File: config.mk
export PLATFORM = sky130hd
export DESIGN_NAME = serdesphy_pll_cal_ctrl
export DESIGN_NICKNAME = d
export VERILOG_FILES = /design/src/rtl/serdesphy_pll_cal_ctrl.sv
export SDC_FILE = /design/constraint.sdc
export NUM_CORES = 1
export LEC_CHECK = 0
export CORE_MARGIN = 4
export CORE_UTILIZATION = 58
export DETAILED_ROUTE_END_ITERATION = 8
export PLACE_DENSITY = 0.78
export SLEW_MARGIN = 40
export SYNTH_ARGS = -nofsm -noshare
export SYNTH_HDL_FRONTEND = slang
export SYNTH_SLANG_ARGS = --single-unit
File: constraint.sdc
create_clock -name clk -period 2.3 [get_ports clk]
set_input_delay 0.23 -clock clk [delete_from_list [all_inputs] [get_ports clk]]
set_output_delay 0.23 -clock clk [all_outputs]
set_load 0.02 [all_outputs]
File: src/rtl/serdesphy_pll_cal_ctrl.sv
// SerDes PHY PLL bring-up and VCO trim calibration controller.
// Holds the PLL in reset, waits for a qualified lock, optionally sweeps the
// VCO trim code upward on timeout, and watches for loss of lock afterwards.
module serdesphy_pll_cal_ctrl #(
    parameter int         RST_CYCLES   = 8,
    parameter int         LOCK_TIMEOUT = 512,
    parameter int         LOCK_STABLE  = 4,
    parameter logic [1:0] CP_DEFAULT   = 2'b10
) (
    input  logic       clk,
    input  logic       rst,
    input  logic       start,
    input  logic       stop,
    input  logic       cal_en,
    input  logic [3:0] trim_start,
    input  logic       pll_lock_in,
    output logic       pll_enable,
    output logic       pll_rst,
    output logic [3:0] vco_trim,
    output logic [1:0] cp_current,
    output logic       busy,
    output logic       done,
    output logic       fail,
    output logic       lock_lost
);

    typedef enum logic [2:0] {
        IDLE      = 3'd0,
        PWRUP     = 3'd1,
        WAIT_LOCK = 3'd2,
        NEXT_TRIM = 3'd3,
        LOCKED    = 3'd4,
        FAIL      = 3'd5
    } state_t;

    localparam int CW = 16;
    localparam logic [CW-1:0] RST_LAST     = CW'(RST_CYCLES - 1);
    localparam logic [CW-1:0] TIMEOUT_LAST = CW'(LOCK_TIMEOUT - 1);
    localparam logic [CW-1:0] STABLE_LAST  = CW'(LOCK_STABLE - 1);

    state_t          r_state;
    logic            r_syncMeta;
    logic            r_lockSync;
    logic [CW-1:0]   r_cycleCnt;
    logic [CW-1:0]   r_stableCnt;

    // Output pattern {pll_enable, pll_rst, busy, done, fail} for the state being entered,
    // so every output is registered together with the state it belongs to.
    function automatic logic [4:0] outsFor(input state_t s);
        case (s)
            PWRUP:     outsFor = 5'b11100;
            WAIT_LOCK: outsFor = 5'b10100;
            NEXT_TRIM: outsFor = 5'b11100;
            LOCKED:    outsFor = 5'b10010;
            FAIL:      outsFor = 5'b01001;
            default:   outsFor = 5'b01000;
        endcase
    endfunction

    // Two-flop synchronizer for the lock indicator coming from the PLL domain.
    always_ff @(posedge clk) begin
        if (rst) begin
            r_syncMeta <= 1'b0;
            r_lockSync <= 1'b0;
        end else begin
            r_syncMeta <= pll_lock_in;
            r_lockSync <= r_syncMeta;
        end
    end

    // Charge pump code is a fixed strap, held in a register so it is glitch free.
    always_ff @(posedge clk) begin
        cp_current <= CP_DEFAULT;
    end

    // Bring-up FSM; counters are zeroed on every state entry and stop overrides everything.
    always_ff @(posedge clk) begin
        if (rst) begin
            r_state     <= IDLE;
            {pll_enable, pll_rst, busy, done, fail} <= outsFor(IDLE);
            vco_trim    <= 4'h0;
            lock_lost   <= 1'b0;
            r_cycleCnt  <= '0;
            r_stableCnt <= '0;
        end else begin
            lock_lost <= 1'b0;
            if (stop) begin
                r_state     <= IDLE;
                {pll_enable, pll_rst, busy, done, fail} <= outsFor(IDLE);
                r_cycleCnt  <= '0;
                r_stableCnt <= '0;
            end else begin
                case (r_state)
                    IDLE, FAIL: begin
                        if (start) begin
                            vco_trim    <= trim_start;
                            r_state     <= PWRUP;
                            {pll_enable, pll_rst, busy, done, fail} <= outsFor(PWRUP);
                            r_cycleCnt  <= '0;
                            r_stableCnt <= '0;
                        end
                    end
                    PWRUP: begin
                        if (r_cycleCnt == RST_LAST) begin
                            r_state     <= WAIT_LOCK;
                            {pll_enable, pll_rst, busy, done, fail} <= outsFor(WAIT_LOCK);
                            r_cycleCnt  <= '0;
                            r_stableCnt <= '0;
                        end else begin
                            r_cycleCnt <= r_cycleCnt + 1'b1;
                        end
                    end
                    WAIT_LOCK: begin
                        if (r_lockSync && (r_stableCnt == STABLE_LAST)) begin
                            r_state     <= LOCKED;
                            {pll_enable, pll_rst, busy, done, fail} <= outsFor(LOCKED);
                            r_cycleCnt  <= '0;
                            r_stableCnt <= '0;
                        end else if (r_cycleCnt == TIMEOUT_LAST) begin
                            r_state     <= cal_en ? NEXT_TRIM : FAIL;
                            {pll_enable, pll_rst, busy, done, fail} <=
                                outsFor(cal_en ? NEXT_TRIM : FAIL);
                            r_cycleCnt  <= '0;
                            r_stableCnt <= '0;
                        end else begin
                            r_cycleCnt  <= r_cycleCnt + 1'b1;
                            r_stableCnt <= r_lockSync ? r_stableCnt + 1'b1 : '0;
                        end
                    end
                    NEXT_TRIM: begin
                        r_cycleCnt  <= '0;
                        r_stableCnt <= '0;
                        if (vco_trim == 4'hF) begin
                            r_state <= FAIL;
                            {pll_enable, pll_rst, busy, done, fail} <= outsFor(FAIL);
                        end else begin
                            vco_trim <= vco_trim + 4'h1;
                            r_state  <= PWRUP;
                            {pll_enable, pll_rst, busy, done, fail} <= outsFor(PWRUP);
                        end
                    end
                    LOCKED: begin
                        if (!r_lockSync && (r_stableCnt == STABLE_LAST)) begin
                            lock_lost   <= 1'b1;
                            r_state     <= PWRUP;
                            {pll_enable, pll_rst, busy, done, fail} <= outsFor(PWRUP);
                            r_cycleCnt  <= '0;
                            r_stableCnt <= '0;
                        end else begin
                            r_stableCnt <= r_lockSync ? '0 : r_stableCnt + 1'b1;
                        end
                    end
                    default: begin
                        r_state     <= IDLE;
                        {pll_enable, pll_rst, busy, done, fail} <= outsFor(IDLE);
                        r_cycleCnt  <= '0;
                        r_stableCnt <= '0;
                    end
                endcase
            end
        end
    end

endmodule
==> tab_implementation.tex <==
\begin{tabular}{lr}
\hline
Metric & Value \\
\hline
\multicolumn{2}{l}{\textbf{Synthesis}} \\
Post-synthesis share of cell area spent on and, or, nand and nor gates & 0.312 \\
Post-synthesis xor/xnor area fraction & 0.0350 \\
\#FFs+latches synth & 47 \\
Main combinational cell family by area after synthesis & simple AND/OR/NAND/NOR gates \\
Arithmetic-cell share of the synthesized area counting full adders, half adders and majority gates & 0.0173 \\
Biggest area consumer among synthesized cells & dfxtp\_1 \\
Cell variety after synth & 57 \\
Post-synthesis cell count & 323 \\
Yosys warning total & 0 \\
Proportion of synthesized area in mux cells & 0.00728 \\
Sequential element share of the synthesized area & 0.342 \\
Compound-Gate Fraction of Synth Area & 0.233 \\
Area of the mapped netlist & 0.00275 mm\^{}2 \\
Fraction of synthesized cell area taken by the top area cell type & 0.342 \\
Count leader, synth & dfxtp\_1 \\
Synth async-reset ratio & 0 \\
Post-synth EDFFs & 0 \\
Syn Nets & 336 \\
Top\_reg\_cell synth & dfxtp\_1 \\
Most used standard cells in the synthesized netlist & dfxtp\_1 (47), a21oi\_1 (31), nand2\_1 (29) \\
Synthesized area divided by synthesized cell count & 8.52 um\^{}2 \\
Leading cell types by total area after synthesis & dfxtp\_1 (34\%), a21oi\_1 (5.6\%), or4\_1 (4.6\%) \\
\multicolumn{2}{l}{\textbf{Clocking}} \\
Clock network latency to the later pin of the worst-skew pair & 0.30 ns \\
Number of buffers added by the clock tree synthesis step & 5 \\
Root Buffer Master & clkbuf\_8 \\
Clock-pin slew on the worst setup and hold paths & 0.09 ns \\
Clock tree from TritonCTS & yes \\
Max Buffers Root-to-Sink & 2 \\
Clock tree sinks & 47 \\
Clock H-tree levels & 2 \\
\multicolumn{2}{l}{\textbf{Die}} \\
Effective utilization at floorplan & 0.615 \\
Placement Rows & 24 \\
Die extent in y & 76.9 um \\
Area enclosed by the die boundary & 0.00591 mm\^{}2 \\
Core Box Area & 0.00447 mm\^{}2 \\
Die width & 76.9 um \\
Boundary pin count & 22 \\
\multicolumn{2}{l}{\textbf{Detailed routing}} \\
Wire length reported by the detailed router & 6.16 mm \\
Routed Antenna Nets & 0 \\
Number of vias after detailed routing & 2568 \\
Remaining DRCs & 0 \\
Violation count after the first detailed-routing iteration & 251 \\
Drt pass-1 iters & 5 \\
Per-cell via count in the routed design & 6.42 \\
Post-DR wirelength/cell & 15.4 um \\
\multicolumn{2}{l}{\textbf{Setup path}} \\
Arrival time worst endpoint & 2.37 ns \\
Startpoint type of the worst setup path & flop \\
Endpoint of the most critical register-to-register path & pll\_rst \\
Origin of the critical flop-to-flop path & r\_cycleCnt[0] \\
Worst-case reg-to-reg path depth & 6 \\
Critical Path RT & 2.49 ns \\
Top fanout value on the critical path & 4 \\
Category of the most critical setup path & flop to flop \\
FF-to-FF setup slack & 0.13 ns \\
Worst Setup End Kind & flop \\
\multicolumn{2}{l}{\textbf{Min path}} \\
Hold worst-path end & pll\_enable \\
Beginning of the worst hold path & pll\_enable \\
Hold Crit Depth & 2 \\
Type of the worst min-delay path & flop to flop \\
\multicolumn{2}{l}{\textbf{STA}} \\
Max Clock Freq & 0.460 GHz \\
Final Skew & 0.00491 ns \\
Remaining max-slew budget at the tightest pin & 0.551 \\
Max Transition Viols Final & 0 \\
RSZ-0062 raised after global routing & no \\
Final setup violation count & 0 \\
Pin slew with the least headroom to its limit & 0.668 ns \\
Fin Hold WS & 0.464 ns \\
Share of the clock period used by the worst path & 0.946 \\
Count of final hold-check violations & 0 \\
Fin crit period & 2.17 ns \\
Setup TNS & 0 ns \\
\multicolumn{2}{l}{\textbf{Final layout}} \\
Number of antenna cells inserted & 0 \\
Area growth from synthesis to layout & 15.0\% \\
Share of cells above drive strength 1 & 0.138 \\
Post-Layout Cell Count & 400 \\
Net count of the finished layout & 360 \\
\multicolumn{2}{l}{\textbf{Place}} \\
Port bufs & 19 \\
Final HPWL from detailed placement & 4.38 mm \\
Dpl cells & 391 \\
Routability cong. & 0.864 \\
\multicolumn{2}{l}{\textbf{Power and ir drop}} \\
Power per cell area & 482 mW/mm\^{}2 \\
Standby leakage power & 0.965 nW \\
Maximum resistive drop on vdd & 360 uV \\
\multicolumn{2}{l}{\textbf{GRT}} \\
Antenna violations before repair & 0 \\
Largest net degree at the start of global routing & 36 \\
GRT Overall Usage & 0.209 \\
Number of global-route vias before repair & 2211 \\
Wire length of the first global-routing pass & 10.4 mm \\
Remaining Overflow, GRT & 0 \\
\multicolumn{2}{l}{\textbf{Run status}} \\
Run status & finished clean \\
\multicolumn{2}{l}{\textbf{Flow run}} \\
Maxcap violations & 0 \\
\hline
\end{tabular}
[power breakdown]
part	leakage, nW	total (mW)	switching (mW)	internal, mW
logic	0.543	0.199	0.112	0.0872
registers	0.381	0.837	0.0109	0.826
clock network	0.0412	0.489	0.276	0.213
total	0.965	1.53	0.399	1.13
[cells in the final DEF (no fill, tap or decap), types with 6 or more instances in the layout]
master,instances
nor2_1,25
inv_1,10
xnor2_1,9
clkdlybuf4s50_1,19
or4_1,17
dfxtp_1,46
and4_1,7
nand4_1,6
buf_4,13
a21oi_1,31
nand3_1,12
o31ai_1,16
a211oi_1,7
nor2b_1,6
o21ai_0,10
nand2_1,29
nor3_1,7
[registers in the layout (all words and copies together) (netlist names), 3 cells and up]
name         count
r_state          3
r_stableCnt     16
vco_trim         4
r_cycleCnt      16
[timing repair]
action,4_1_cts,5_1_grt
setup endpoints to repair,5,17
buffers inserted,0,1
pin swaps,0,1
resized for setup,1,5
hold buffers,0,0
endpoints found under the hold margin,0,0
[layer usage]
metal / share of wire / vias to the layer above / track usage
li1: - / 1280 / -
met1: 0.47 / 1196 / 0.297
met2: 0.45 / 85 / 0.327
met3: 0.065 / 7 / 0.0375
met4: 0.0093 / 0 / 0.0489
met5: 0 / - / 0
[worst max-delay path: stages, from the launching register on]
cell and delay, ns:
dfxtp_1 0.38, ha_1 0.18, nor4b_2 0.32, and4_1 0.34, nor3_1 0.15, or3_4 0.38
a211o_1 0.30
[layout make-up]
class                   instances  area [um^2]
multi-input cells             249         1710
fillers                       368         1310
flip-flops and latches         47          942
repair buffers                 34          328
clock buffers                   6         72.6
well taps                      52         65.1
inverters                      10         37.5
clock inverters                 2         12.5
[how the worst max path moves through the flow]
stage	slack, ns	start	end
6_report	0.13	r_cycleCnt[0]	pll_rst
5_1_grt	0.03	r_stableCnt[0]	r_cycleCnt[15]
4_1_cts	0.05	r_stableCnt[1]	r_cycleCnt[5]
3_5_place_dp	0.01	r_stableCnt[1]	r_cycleCnt[5]
3_3_place_gp	0.07	r_stableCnt[1]	r_cycleCnt[7]
2_1_floorplan	0.23	r_stableCnt[0]	pll_rst
[cells by family after synthesis]
logic type / after synthesis
DFF: 47
adders and majority gates: 4
xor gates and xnor gates: 11
and+or+nand+nor: 142
AOI/OAI and AO/OA: 88
buffers and inverters: 27
other: 2
muxes: 2
[per-stage QoR]
step,setup slack (ns),utilization,instance area (um^2),power [mW]
after floorplan,0.234,-,2750,0.977
after global placement,0.0681,0.679,3040,1.05
after detailed placement,0.0123,0.679,3040,1.05
after CTS,0.0517,0.700,3130,1.53
after global routing,0.0281,0.707,3160,1.59
final,0.125,0.707,3160,1.53
(Power assumes the default switching activity.)
